==> src/rtl/apb_io_bank_if.sv <==
// APB bus bundle for apb_io_bank: master drives address/control/write data,
// slave returns read data, ready and error.
interface apb_io_bank_if;
  logic [31:0] Paddr;
  logic        Pwrite;
  logic        Psel;
  logic        Penable;
  logic [31:0] Pwdata;
  logic [31:0] Prdata;
  logic        Pready;
  logic        Pslverr;

  modport master (
    output Paddr, Pwrite, Psel, Penable, Pwdata,
    input  Prdata, Pready, Pslverr
  );

  modport slave (
    input  Paddr, Pwrite, Psel, Penable, Pwdata,
    output Prdata, Pready, Pslverr
  );
endinterface

==> src/rtl/apb_io_bank.sv <==
// APB I/O bank: NUM_OUT read/write output registers and NUM_IN synchronised,
// debounced input channels with a maskable level interrupt on any change.
module apb_io_bank #(
  parameter logic [31:0] BASE_ADDR = 32'h2000_0000,
  parameter int          DW        = 32,
  parameter int          NUM_OUT   = 2,
  parameter int          NUM_IN    = 2,
  parameter logic [31:0] OUT0_RST  = 32'hFF00_FF00,
  parameter int          DB_CYCLES = 16
) (
  input  logic                   Pclk,
  input  logic                   Prst,
  apb_io_bank_if.slave           bus,
  output logic [NUM_OUT*DW-1:0]  out_data,
  input  logic [NUM_IN*DW-1:0]   in_data,
  output logic                   irq
);

  localparam logic [15:0] DB_LAST = 16'(DB_CYCLES - 1);
  localparam logic [31:0] ID_VAL  = {8'(NUM_OUT), 8'(NUM_IN), 16'hA510};

  function automatic logic [31:0] zext(input logic [DW-1:0] v);
    logic [31:0] r;
    r = '0;
    r[DW-1:0] = v;
    return r;
  endfunction

  logic [DW-1:0]        out_q    [NUM_OUT];
  logic [DW-1:0]        out_d    [NUM_OUT];
  logic [NUM_IN*DW-1:0] sync1_q, sync1_d, sync2_q, sync2_d;
  logic [DW-1:0]        stable_q [NUM_IN];
  logic [DW-1:0]        stable_d [NUM_IN];
  logic [15:0]          cnt_q    [NUM_IN];
  logic [15:0]          cnt_d    [NUM_IN];
  logic [NUM_IN-1:0]    chg;
  logic [NUM_IN-1:0]    st_q, st_d, en_q, en_d, clr;
  logic                 irq_q, irq_d;

  logic [31:0] off;
  logic [5:0]  idx;
  logic        sel_out, sel_in, sel_st, sel_en, sel_id, err, wr_fire;
  logic [31:0] rd;

  // Address decode: classify the offset and flag illegal accesses.
  always_comb begin
    off     = bus.Paddr - BASE_ADDR;
    idx     = off[7:2];
    sel_out = 1'b0;
    sel_in  = 1'b0;
    sel_st  = 1'b0;
    sel_en  = 1'b0;
    sel_id  = 1'b0;
    if (off < 32'h1000 && off[1:0] == 2'b00) begin
      if (off[11:8] == 4'h0)        sel_out = int'(idx) < NUM_OUT;
      else if (off[11:8] == 4'h1)   sel_in  = int'(idx) < NUM_IN;
      else if (off[11:0] == 12'h200) sel_st = 1'b1;
      else if (off[11:0] == 12'h204) sel_en = 1'b1;
      else if (off[11:0] == 12'h208) sel_id = 1'b1;
    end
    err     = !(sel_out || sel_st || sel_en ||
                ((sel_in || sel_id) && !bus.Pwrite));
    wr_fire = bus.Psel && bus.Penable && bus.Pwrite && !err;
  end

  // Combinational read mux; only driven while a read is selected and legal.
  always_comb begin
    rd = '0;
    if (sel_out) begin
      for (int i = 0; i < NUM_OUT; i++)
        if (idx == 6'(i)) rd = zext(out_q[i]);
    end
    if (sel_in) begin
      for (int j = 0; j < NUM_IN; j++)
        if (idx == 6'(j)) rd = zext(stable_q[j]);
    end
    if (sel_st) rd[NUM_IN-1:0] = st_q;
    if (sel_en) rd[NUM_IN-1:0] = en_q;
    if (sel_id) rd = ID_VAL;
    bus.Prdata  = (bus.Psel && !bus.Pwrite && !err) ? rd : '0;
    bus.Pready  = 1'b1;
    bus.Pslverr = bus.Psel && bus.Penable && err;
  end

  // Next-state for output registers, interrupt enable/status and irq.
  always_comb begin
    for (int i = 0; i < NUM_OUT; i++) begin
      out_d[i] = out_q[i];
      if (wr_fire && sel_out && idx == 6'(i)) out_d[i] = bus.Pwdata[DW-1:0];
    end
    en_d = en_q;
    if (wr_fire && sel_en) en_d = bus.Pwdata[NUM_IN-1:0];
    clr = (wr_fire && sel_st) ? bus.Pwdata[NUM_IN-1:0] : '0;
    // A fresh change overrides a same-cycle clear.
    st_d  = (st_q & ~clr) | chg;
    irq_d = |(st_q & en_q);
  end

  // Synchroniser chain and per-channel debounce; counting runs while the
  // synchronised value differs from the stable one, whatever that value is.
  always_comb begin
    sync1_d = in_data;
    sync2_d = sync1_q;
    chg     = '0;
    for (int j = 0; j < NUM_IN; j++) begin
      stable_d[j] = stable_q[j];
      cnt_d[j]    = cnt_q[j];
      if (sync2_q[j*DW +: DW] == stable_q[j]) begin
        cnt_d[j] = '0;
      end else if (cnt_q[j] == DB_LAST) begin
        stable_d[j] = sync2_q[j*DW +: DW];
        cnt_d[j]    = '0;
        chg[j]      = 1'b1;
      end else begin
        cnt_d[j] = cnt_q[j] + 16'd1;
      end
    end
  end

  // Output register bank.
  always_ff @(posedge Pclk or posedge Prst) begin
    if (Prst) begin
      for (int i = 0; i < NUM_OUT; i++)
        out_q[i] <= (i == 0) ? OUT0_RST[DW-1:0] : '0;
    end else begin
      for (int i = 0; i < NUM_OUT; i++) out_q[i] <= out_d[i];
    end
  end

  // Input synchroniser and debounce state.
  always_ff @(posedge Pclk or posedge Prst) begin
    if (Prst) begin
      sync1_q <= '0;
      sync2_q <= '0;
      for (int j = 0; j < NUM_IN; j++) begin
        stable_q[j] <= '0;
        cnt_q[j]    <= '0;
      end
    end else begin
      sync1_q <= sync1_d;
      sync2_q <= sync2_d;
      for (int j = 0; j < NUM_IN; j++) begin
        stable_q[j] <= stable_d[j];
        cnt_q[j]    <= cnt_d[j];
      end
    end
  end

  // Interrupt status, enable and registered irq.
  always_ff @(posedge Pclk or posedge Prst) begin
    if (Prst) begin
      st_q  <= '0;
      en_q  <= '0;
      irq_q <= 1'b0;
    end else begin
      st_q  <= st_d;
      en_q  <= en_d;
      irq_q <= irq_d;
    end
  end

  for (genvar g = 0; g < NUM_OUT; g++) begin : g_out
    assign out_data[g*DW +: DW] = out_q[g];
  end

  assign irq = irq_q;

endmodule

==> src/flat_wrapper.sv <==
// flat-port wrapper written by rule: the top's interface ports become plain ports
module apb_io_bank_flat 
#(
  parameter logic [31:0] BASE_ADDR = 32'h2000_0000,
  parameter int          DW        = 32,
  parameter int          NUM_OUT   = 2,
  parameter int          NUM_IN    = 2,
  parameter logic [31:0] OUT0_RST  = 32'hFF00_FF00,
  parameter int          DB_CYCLES = 16
)
  (Pclk, Prst, out_data, in_data, irq, bus_Paddr, bus_Pwrite, bus_Psel, bus_Penable, bus_Pwdata, bus_Prdata, bus_Pready, bus_Pslverr);
  apb_io_bank_if bus_i ();
  input  logic Pclk;
  input  logic Prst;
  output logic [NUM_OUT*DW-1:0] out_data;
  input  logic [NUM_IN*DW-1:0] in_data;
  output logic irq;
  input wire logic [$bits(bus_i.Paddr)-1:0] bus_Paddr;
  input wire logic [$bits(bus_i.Pwrite)-1:0] bus_Pwrite;
  input wire logic [$bits(bus_i.Psel)-1:0] bus_Psel;
  input wire logic [$bits(bus_i.Penable)-1:0] bus_Penable;
  input wire logic [$bits(bus_i.Pwdata)-1:0] bus_Pwdata;
  output wire logic [$bits(bus_i.Prdata)-1:0] bus_Prdata;
  output wire logic [$bits(bus_i.Pready)-1:0] bus_Pready;
  output wire logic [$bits(bus_i.Pslverr)-1:0] bus_Pslverr;
  assign bus_i.Paddr = bus_Paddr;
  assign bus_i.Pwrite = bus_Pwrite;
  assign bus_i.Psel = bus_Psel;
  assign bus_i.Penable = bus_Penable;
  assign bus_i.Pwdata = bus_Pwdata;
  assign bus_Prdata = bus_i.Prdata;
  assign bus_Pready = bus_i.Pready;
  assign bus_Pslverr = bus_i.Pslverr;
  apb_io_bank #(.BASE_ADDR(BASE_ADDR), .DW(DW), .NUM_OUT(NUM_OUT), .NUM_IN(NUM_IN), .OUT0_RST(OUT0_RST), .DB_CYCLES(DB_CYCLES)) u_core (.Pclk(Pclk), .Prst(Prst), .bus(bus_i), .out_data(out_data), .in_data(in_data), .irq(irq));
endmodule
==> config.mk <==
export PLATFORM = sky130hd
export DESIGN_NAME = apb_io_bank_flat
export DESIGN_NICKNAME = d
export VERILOG_FILES = /design/src/rtl/apb_io_bank_if.sv /design/src/rtl/apb_io_bank.sv /design/src/flat_wrapper.sv
export SDC_FILE = /design/constraint.sdc
export NUM_CORES = 1
export LEC_CHECK = 0
export ABC_AREA = 1
export BUFFER_PORTS_ARGS = -buffer_cell sky130_fd_sc_hd__buf_2
export CORE_MARGIN = 1
export CORE_UTILIZATION = 62
export CTS_BUF_LIST = sky130_fd_sc_hd__clkbuf_2
export DETAILED_ROUTE_END_ITERATION = 16
export HOLD_SLACK_MARGIN = 0.06
export PLACE_DENSITY = 0.95
export SLEW_MARGIN = 20
export SYNTH_ARGS = -nofsm -noshare
export SYNTH_HDL_FRONTEND = slang
export SYNTH_SLANG_ARGS = --single-unit
export TNS_END_PERCENT = 30
==> constraint.sdc <==
create_clock -name Pclk -period 24 [get_ports Pclk]
set_input_delay 3.6 -clock Pclk [delete_from_list [all_inputs] [get_ports Pclk]]
set_output_delay 3.6 -clock Pclk [all_outputs]
set_load 0.02 [all_outputs]
Word-level counts from Yosys, hierarchy flattened:

Index checks and enable logic that the tools add are counted.

* register bits after elaboration: 293
* input bits: 133
* output and inout bits: 99
* logic and storage cells: 95

* add/sub/neg operators: 3
* $lt $le $gt $ge: 2
* equal/unequal tests: 9
* multiplexer cells: 39
* bitwise logic cells: 6
* reduce and logical (&&, ||, !) cells: 25

Operators with widths (count)
* 2-to-1 mux 32 bit: 8
* equality test 32 bit: 2
* 2-to-1 mux 16 bit: 4
* equality test 12 x 10 -> 1 bit, second input constant: 3
* adder 16 x 1 -> 16 bit, second input constant: 2
* equality test 16 x 4 -> 1 bit, second input constant: 2
* less-than comparator 32 x 13 -> 1 bit, second input constant: 1
* subtractor 32 x 30 -> 32 bit, second input constant: 1
* 2-to-1 mux 1 bit: 24
* logical AND 1 bit: 13
* equality test 6 x 1 -> 1 bit, second input constant: 1
* zero test 6 bit: 1
* less-than comparator 6 x 2 -> 1 bit, second input constant: 1
* 2-to-1 mux 2 bit: 3
* AND 2 bit: 2
* equality test 4 x 1 -> 1 bit, second input constant: 1
* zero test 4 bit: 1
* logical OR 1 bit: 4
* AND reduction 2 bit: 2
* zero test 1 bit: 2
* zero test 2 bit: 1
* NOT 1 bit: 2
* NOT 2 bit: 1
* bitwise OR 2 bit: 1
* OR reduction 2 bit: 1

Longest topological paths before layout:

Gate-level depths: netlist (run 1).

* depth in word-level cells: 17
* depth in mapped cells: 16

Worst setup path after synthesis (run 1):

Ideal clock, no wire load.

* path type: input-to-output
* from: in bus_Paddr[29]
* to: out bus_Prdata[11]
* data arrival time: 5.222 ns
* setup slack: 15.178 ns
* stages: 14
* buffers on the path: 3
* cells stage by stage: inv_1 > ha_1 > nand2_1 > inv_1 > nand2_1 > nor2_1 > nand2_1 > nor2_2 > buf_4 > nand3_1 > buf_2 > buf_1 > nand3_1 > nor2_1

* word-level cells in the longest chain between the ends: 10
* elaborated cells on any way between the ends: 20
* classes of those cells: add/sub (1); order compare (1); mux (11); reduce/logical (7)

Ends and longest elaborated chain
* from (decl): RTL line flat_wrapper.sv:18 `input wire logic [$bits(bus_i.Paddr)-1:0] bus_Paddr;`
* subtractor 32 x 30 -> 32 bit (*): RTL line apb_io_bank.sv:47 `off = bus.Paddr - BASE_ADDR;`
* less-than comparator 32 x 13 -> 1 bit (*): RTL line apb_io_bank.sv:54 `if (off < 32'h1000 && off[1:0] == 2'b00) begin`
* logical AND 1 bit (*): RTL line apb_io_bank.sv:54
* 2-to-1 mux 1 bit: RTL line apb_io_bank.sv:54
* 2-to-1 mux 32 bit: RTL line apb_io_bank.sv:69 `if (sel_out) begin`
* 2-to-1 mux 32 bit (2 in a row): RTL line apb_io_bank.sv:75 `if (idx == 6'(j)) rd = zext(stable_q[j]);`
* 2-to-1 mux 32 bit: RTL line apb_io_bank.sv:73 `if (sel_in) begin`
* 2-to-1 mux 32 bit: RTL line apb_io_bank.sv:79 `if (sel_id) rd = ID_VAL;`
* 2-to-1 mux 32 bit (*): RTL line apb_io_bank.sv:80 `bus.Prdata = (bus.Psel && !bus.Pwrite && !err) ? rd : '0;`
* to (decl): RTL line flat_wrapper.sv:23 `output wire logic [$bits(bus_i.Prdata)-1:0] bus_Prdata;`

Every way passes the cells marked *; elsewhere a longest branch is shown, timed or not.

Worst setup path in the final report (run 1):

* from: in bus_Paddr[29]
* to: out bus_Prdata[29]

Same word-level chain as after synthesis.

==> results.md, run 1 <==
- Synth warn: 0
- Post-cts gate resize count: 0
- Largest area contributor in the netlist: dfrtp_1
- CP required: 20.40 ns
- R2r endpoint: u_core.stable_q[60]$_DFFE_PP0P_
- Final-report setup violation count: 0
- Initial DRC Count: 1148
- Hpwl dp: 22970 um
- Slowest library cell on the worst path: nand3_1
- Starting Density: 0.6353
- Area of the mapped netlist: 12450 um^2
- Synth top area share: 0.5570
- Drt pass-1 iters: 5
- Max Freq: 0.09804 GHz
- Clk sinks: 293
- Vias: 10777
- Die area: 20640 um^2
- Total GRT Usage: 0.3269
- Cell depth of the worst flop-to-flop path: 10
- DP Worst Slack: 13.89 ns
- Multi-input logic area: 4304 um^2
- Total power: 914.1 uW
- HP Start: u_core.sync1_q[61]$_DFF_PP0_
- CTS clk-pin slew, worst paths: 0.09 ns
- Worst EP arrival: 6.60 ns
- Worst path most repeated cell: nand2_1
- Origin of the worst setup path: bus_Paddr[29]
- Share of cells above drive strength 1: 0.2417
- Core Region: 19590 um^2
- Row cnt: 51
- Routed WL: 32530 um
- Fillers: 1333
- Residual DRC: 0
- CTS buffer count: 72
- Worst-Skew Late Latency: 0.89 ns
- Hold Path End: u_core.sync2_q[61]$_DFF_PP0_
- Cell family with most CP delay: simple AND/OR/NAND/NOR gates
- Fin Setup TNS: 0 ns
- Die Y: 143.7 um
- Buf/Inv on CP: 4
- Drt via density: 5.631
- CP max stage delay: 0.73 ns
- CTS H-Tree Depth: 3
- Critical Path End Type: output port
- Unrepaired setup endpoints after global routing: no
- Slew Viols, Final: 0
- VDD IR-drop max: 0.05064 mV
- Most frequent cells in the layout: nand2_1, dfrtp_1, buf_2, inv_1, nor2_1
- Crit-path max FO: 30
- Final Hold Fails: 0
- # Max-Cap Violations: 0
- Status: completed
- Tmin final: 10.20 ns
- Slew HR: 0.3078
- Total global routing overflow: 0
- Reg2Reg Setup Slack: 20.93 ns
- P&R area growth vs syn: 15.80%
- CTS tree: done
- Final worst-path cycle share: 0.4250
- Crit Path Class: in -> out
- Largest net degree at the start of global routing: 136
- Crit path cell chain: buf_2, inv_1, ha_1, nand2_1, inv_1, nand2_1, nor2_1, nand2_1, nor2_2, nand3_1, nand2_1, nand2_1, nand2_2, nand2_2, nor2_1, buf_2
- Syn Inst Count: 1342
- Clock root buffer: clkbuf_2
- Initial antenna violation count: 2
- Syn Area/Cell: 9.274 um^2
- Die Wd: 143.7 um
- PD cells: 63.43 nW/um^2
- Final nets: 1734
- Syn Nets: 1478
- Leak: 7.235 nW
- Setup slack after layout: 13.80 ns
- Register area: 7352 um^2
- Post-route ant nets: 0
- First-pass GRT wire length: 50940 um
- Hold Path Stages: 0
- Io pins: 232
- Max Buffers Root-to-Sink: 3
- Vias in the first global route: 10367
- Setup crit start kind: input port
- Port Buffer Count: 230
- Most common cell after layout, fill and taps aside: nand2_1
- Top post-synthesis cells by area: dfrtp_1, nand2_1, o21ai_0
- Final GP Congestion: 0.9004
- Worst R2R Start: u_core.stable_q[35]$_DFFE_PP0P_
- Sequential area share after synthesis: 0.5907
- Least-Margin Pin Slew: 1.036 ns
- HP Class: reg -> reg
- Cts hold-fix bufs: 0
- Yosys reg bits: 293
- Clock Skews: 0.07011 ns
- DR WL/cell: 16.99 um
- Post-CTS Setup Bufs: 0
- Yosys cell types: 36
## report_power, final
group	internal [mW]	leakage, nW	switching, mW
Sequential	0.510	3.58	0.0140
Combinational	0.0187	3.13	0.0276
Clock	0.148	0.520	0.196
## cells in the mapped netlist
cell type    n
or2_2        7
o21ai_0    102
ha_1         3
dfstp_2     16
inv_1      133
o21ai_1     21
inv_2        3
nor3b_1      3
conb_1       1
nand3_1     92
xor2_1      25
nor3_1      18
buf_6        3
nor3_2       2
buf_4        5
a21oi_1      8
nor4_4       1
nand4_1     25
buf_2       21
a31oi_1      1
nand2_2      3
nand3b_1     1
o22ai_1      6
o211ai_1     1
nand3_4      3
nor2_2       3
clkinv_1     1
dfrtp_1    277
nor4_1       9
nor2_4       4
buf_1        1
clkbuf_1    27
a22oi_1     52
nand2_1    296
nor2_1     131
xnor2_1     37
## kinds of logic after synthesis
logic type / after synthesis / share of synthesized area
fa+ha+maj: 3 / 0.003016
flops: 293 / 0.5907
other cells: 1 / 0.0003013
buf+inv: 194 / 0.06394
xor+xnor: 62 / 0.04363
compound gates: 191 / 0.08817
simple gates: 598 / 0.2102
## area by class of cell
type | count | area share
Sequential cell | 293 | 0.5101
Multi-Input combinational cell | 855 | 0.2986
Timing Repair Buffer | 239 | 0.08482
Clock buffer | 105 | 0.03646
Inverter | 137 | 0.03620
Tap cell | 265 | 0.02301
Clock inverter | 18 | 0.01042
Antenna cell | 2 | 0.0003473
## registers in the layout (all words and copies together), names as in the netlist
register / cells
u_core.out_data: 64
u_core.stable_q: 64
u_core.sync1_q: 64
u_core.sync2_q: 64
u_core.cnt_q: 32
u_core.en_q: 2
u_core.st_q: 2
u_core.irq: 1
## worst max path at each step
| stage | end | cells after the start |
|---|---|---|
| after floorplan | u_core.cnt_q[0]$_DFF_PP0_ | 1 |
| after global placement | bus_Prdata[31] | 16 |
| after detailed placement | bus_Prdata[12] | 16 |
| after CTS | bus_Prdata[29] | 16 |
| after global routing | bus_Prdata[29] | 16 |
| final | bus_Prdata[29] | 16 |
## through the flow
| step | hold slack (ns) | std cells | area (um^2) | util |
|---|---|---|---|---|
| 3_5_place_dp | 0.3347 | 1789 | 13730 | 0.7008 |
| 4_1_cts | 0.3355 | 1912 | 14400 | 0.7353 |
| 6_report | 0.3343 | 1914 | 14410 | 0.7357 |
| 5_1_grt | 0.3480 | 1914 | 14410 | 0.7357 |
| 2_1_floorplan | 0.3312 | 1342 | 12450 | - |
| 3_3_place_gp | 0.3324 | 1789 | 13730 | 0.7008 |
## layer usage
metal | wire length [um] | share of wire | up-vias | GRT usage
li1 | - | - | 4888 | -
met1 | 12010 | 0.37 | 5039 | 0.4039
met2 | 15510 | 0.48 | 701 | 0.5202
met3 | 3195 | 0.098 | 149 | 0.07964
met4 | 1814 | 0.056 | 0 | 0.2044
met5 | 0 | 0 | - | 0
Power figures use the tool's default switching activity.
==> run 2, diff against run 1 <==
--- a/config.mk
+++ b/config.mk
@@ -8,11 +8,11 @@
 export ABC_AREA = 1
 export BUFFER_PORTS_ARGS = -buffer_cell sky130_fd_sc_hd__buf_2
 export CORE_MARGIN = 1
-export CORE_UTILIZATION = 62
+export CORE_UTILIZATION = 58
 export CTS_BUF_LIST = sky130_fd_sc_hd__clkbuf_2
 export DETAILED_ROUTE_END_ITERATION = 16
 export HOLD_SLACK_MARGIN = 0.06
-export PLACE_DENSITY = 0.95
+export PLACE_DENSITY = 0.94
 export SLEW_MARGIN = 20
 export SYNTH_ARGS = -nofsm -noshare
 export SYNTH_HDL_FRONTEND = slang
==> constraint.sdc (replaced) <==
create_clock -name Pclk -period 10.5 [get_ports Pclk]
set_input_delay 1.575 -clock Pclk [delete_from_list [all_inputs] [get_ports Pclk]]
set_output_delay 1.575 -clock Pclk [all_outputs]
set_load 0.02 [all_outputs]
==> run 2 against run 1 <==
Against the previous run:
- sequential share of layout area hardly changed
- sequential power up 130%
- worst setup slack worse by 9.7 ns
- largest cell class unchanged
- sequential cell count unchanged
- via count is 1.0% lower
- register-to-register slack worse by 13 ns
- routed wire length is essentially flat
- clock power increased by 120%
- hold slack lost 0.010 ns
- die area up 6.8%
- combinational power rose by 130%
- clock skew fell by 0.0062 ns
==> results.md, run 2 (synthesized netlist as in run 1, its figures left out) <==
- Top Layer Used: met4 (unchanged)
- Die Y: 148.5 um (was 143.7 um)
- Post-route cell area: 14420 um^2 (was 14410 um^2)
- Io pins: 232 (unchanged)
- Flop pwr share: 0.580 (was 0.573)
- Setup crit start kind: input port (unchanged)
- Die area: 22050 um^2 (was 20640 um^2)
- Tmin final: 6.371 ns
- Crit Path Class: in -> out (unchanged)
- Max Buffers Root-to-Sink: 3 (unchanged)
- Final Non-Filler Cells: 1928 (was 1914)
- Final GP Congestion: 0.9097 (was 0.9004)
- Unrepaired setup endpoints after global routing: no (unchanged)
- M1 WL: 12470 um (was 12010 um)
- PD cells: 143.0 nW/um^2 (was 63.43 nW/um^2)
- Slew Viols, Final: 0 (unchanged)
- Status: completed (unchanged)
- Vias: 10664 (was 10777)
- Fillers: 1553 (was 1333)
- Port Buffer Count: 230 (unchanged)
- Total global routing overflow: 0 (unchanged)
- Critical Path End Type: output port (unchanged)
- Final worst-path cycle share: 0.6068
- CTS buffer count: 74 (was 72)
- Hold Path Stages: 0 (unchanged)
- Reg2Reg Setup Slack: 7.96 ns (was 20.93 ns)
- Setup slack after layout: 4.129 ns (was 13.80 ns)
- WL met3: 2931 um (was 3195 um)
- DP Worst Slack: 4.203 ns (was 13.89 ns)
- Clk sinks: 293 (unchanged)
- Core Region: 21020 um^2 (was 19590 um^2)
- Crit-path max FO: 30 (unchanged)
- R2r endpoint: u_core.stable_q[42]$_DFFE_PP0P_ (was u_core.stable_q[60]$_DFFE_PP0P_)
- Area after DPL: 13750 um^2 (was 13730 um^2)
- Die Wd: 148.5 um (was 143.7 um)
- Final nets: 1737 (was 1734)
- Clock Skews: 0.06390 ns (was 0.07011 ns)
- Post-CTS Setup Bufs: 0 (unchanged)
- P&R area growth vs syn: 15.88% (was 15.80%)
- Worst R2R Start: u_core.stable_q[60]$_DFFE_PP0P_ (was u_core.stable_q[35]$_DFFE_PP0P_)
- Hold_ws: 0.3239 ns (was 0.3343 ns)
- Switching Fraction: 0.2629 (was 0.2595)
- Total GRT Usage: 0.3024 (was 0.3269)
- Starting Density: 0.5920 (was 0.6353)
- CP required: 8.93 ns (was 20.40 ns)
- VDD IR-drop max: 0.09467 mV (was 0.05064 mV)
- Worst-Skew Late Latency: 0.86 ns (was 0.89 ns)
- CTS clk-pin slew, worst paths: 0.11 ns (was 0.09 ns)
- Final Hold Fails: 0 (unchanged)
- Largest net degree at the start of global routing: 134 (was 136)
- First-pass GRT wire length: 51230 um (was 50940 um)
- # Max-Cap Violations: 0 (unchanged)
- Met2 Routed Length: 15610 um (was 15510 um)
- CTS H-Tree Depth: 3 (unchanged)
- Drt via density: 5.531 (was 5.631)
- Clk pwr share: 0.369 (was 0.376)
- Drt pass-1 iters: 6 (was 5)
- Share of cells above drive strength 1: 0.2403 (was 0.2417)
- DR WL/cell: 16.88 um (was 16.99 um)
- Vias in the first global route: 10410 (was 10367)
- HP Class: reg -> reg (unchanged)
- Initial DRC Count: 1130 (was 1148)
- Worst EP arrival: 4.80 ns (was 6.60 ns)
- Hold Path End: u_core.sync2_q[50]$_DFF_PP0_ (was u_core.sync2_q[61]$_DFF_PP0_)
- Post-Place Cells: 1800 (was 1789)
- CTS tree: done (unchanged)
- Most common cell after layout, fill and taps aside: nand2_1 (unchanged)
- Switching pwr: 542.3 uW (was 237.2 uW)
- Slew HR: 0.3756 (was 0.3078)
- Residual DRC: 0 (unchanged)
- Row cnt: 53 (was 51)
- Most frequent cells in the layout: nand2_1, dfrtp_1, buf_2, inv_1, nor2_1 (unchanged)
- Combinational fraction of design power: 0.052 (was 0.051)
- HP Start: u_core.sync1_q[50]$_DFF_PP0_ (was u_core.sync1_q[61]$_DFF_PP0_)
- Max Freq: 0.1570 GHz
- Leak: 7.225 nW (was 7.235 nW)
- Hpwl dp: 22390 um (was 22970 um)
- Final-report setup violation count: 0 (unchanged)
- Routed WL: 32540 um (was 32530 um)
- Fin Setup TNS: 0 ns (unchanged)
- Pint: 1.521 mW (was 676.9 uW)
- Cts hold-fix bufs: 0 (unchanged)
- Post-cts gate resize count: 0 (unchanged)
- Initial antenna violation count: 1 (was 2)
- Post-route ant nets: 0 (unchanged)
- Least-Margin Pin Slew: 0.9367 ns (was 1.036 ns)
- Clock root buffer: clkbuf_2 (unchanged)
- Cell depth of the worst flop-to-flop path: 10 (unchanged)
[run 2: worst max-delay path: stages]
cell and delay [ns]:
buf_2 0.09, inv_1 0.04, ha_1 0.26, nand2_1 0.05, inv_1 0.05, nand2_1 0.04, nor2_1 0.09, nand2_1 0.07
nor2_2 0.35, nand3_1 0.71, nand2_1 0.23, nand2_1 0.08, nand2_2 0.10, nand2_2 0.42, nor2_1 0.40, buf_2 0.23
[run 2: power by group through the flow]
stage                     clock network [mW]  logic [mW]  registers [mW]
final                                  0.761       0.106            1.20
after detailed placement                   0       0.107            1.22
after floorplan                            0      0.0639            1.21
after global routing                   0.840       0.121            1.20
after CTS                              0.778       0.107            1.19
after global placement                     0       0.102            1.21
[run 2: area by class of cell]
type	instances	area [um^2]	share of cell area
well taps	275	344.1	0.02386
clock buffers	102	510.5	0.03540
repair buffers	240	1230	0.08528
clock inverters	25	157.7	0.01093
multi-input cells	855	4304	0.2984
diodes	1	2.502	0.0001735
flip-flops and latches	293	7352	0.5098
inverters	137	521.8	0.03618
[run 2: worst max-delay path by stage]
stage,start,end,slack (ns),cells after the start
6_report,bus_Paddr[29],bus_Prdata[31],4.13,16
3_5_place_dp,bus_Paddr[29],bus_Prdata[31],4.20,16
4_1_cts,bus_Paddr[29],bus_Prdata[31],4.18,16
2_1_floorplan,Prst,u_core.cnt_q[0]$_DFF_PP0_,0.86,1
3_3_place_gp,bus_Paddr[29],bus_Prdata[31],4.37,16
5_1_grt,bus_Paddr[29],bus_Prdata[31],3.88,16
[run 2: through the flow]
| step | util | total power [mW] |
|---|---|---|
| finish | 0.6861 | 2.063 |
| global route | 0.6861 | 2.160 |
| CTS | 0.6858 | 2.080 |
| detailed placement | 0.6540 | 1.323 |
| global placement | 0.6540 | 1.316 |
| floorplan | - | 1.269 |
[run 2: per-layer routing]
layer  vias to the layer above  track usage
met4                         0       0.1784
met1                      5028       0.3786
met3                       113      0.06871
li1                       4903            -
met5                         -            0
met2                       620       0.4834
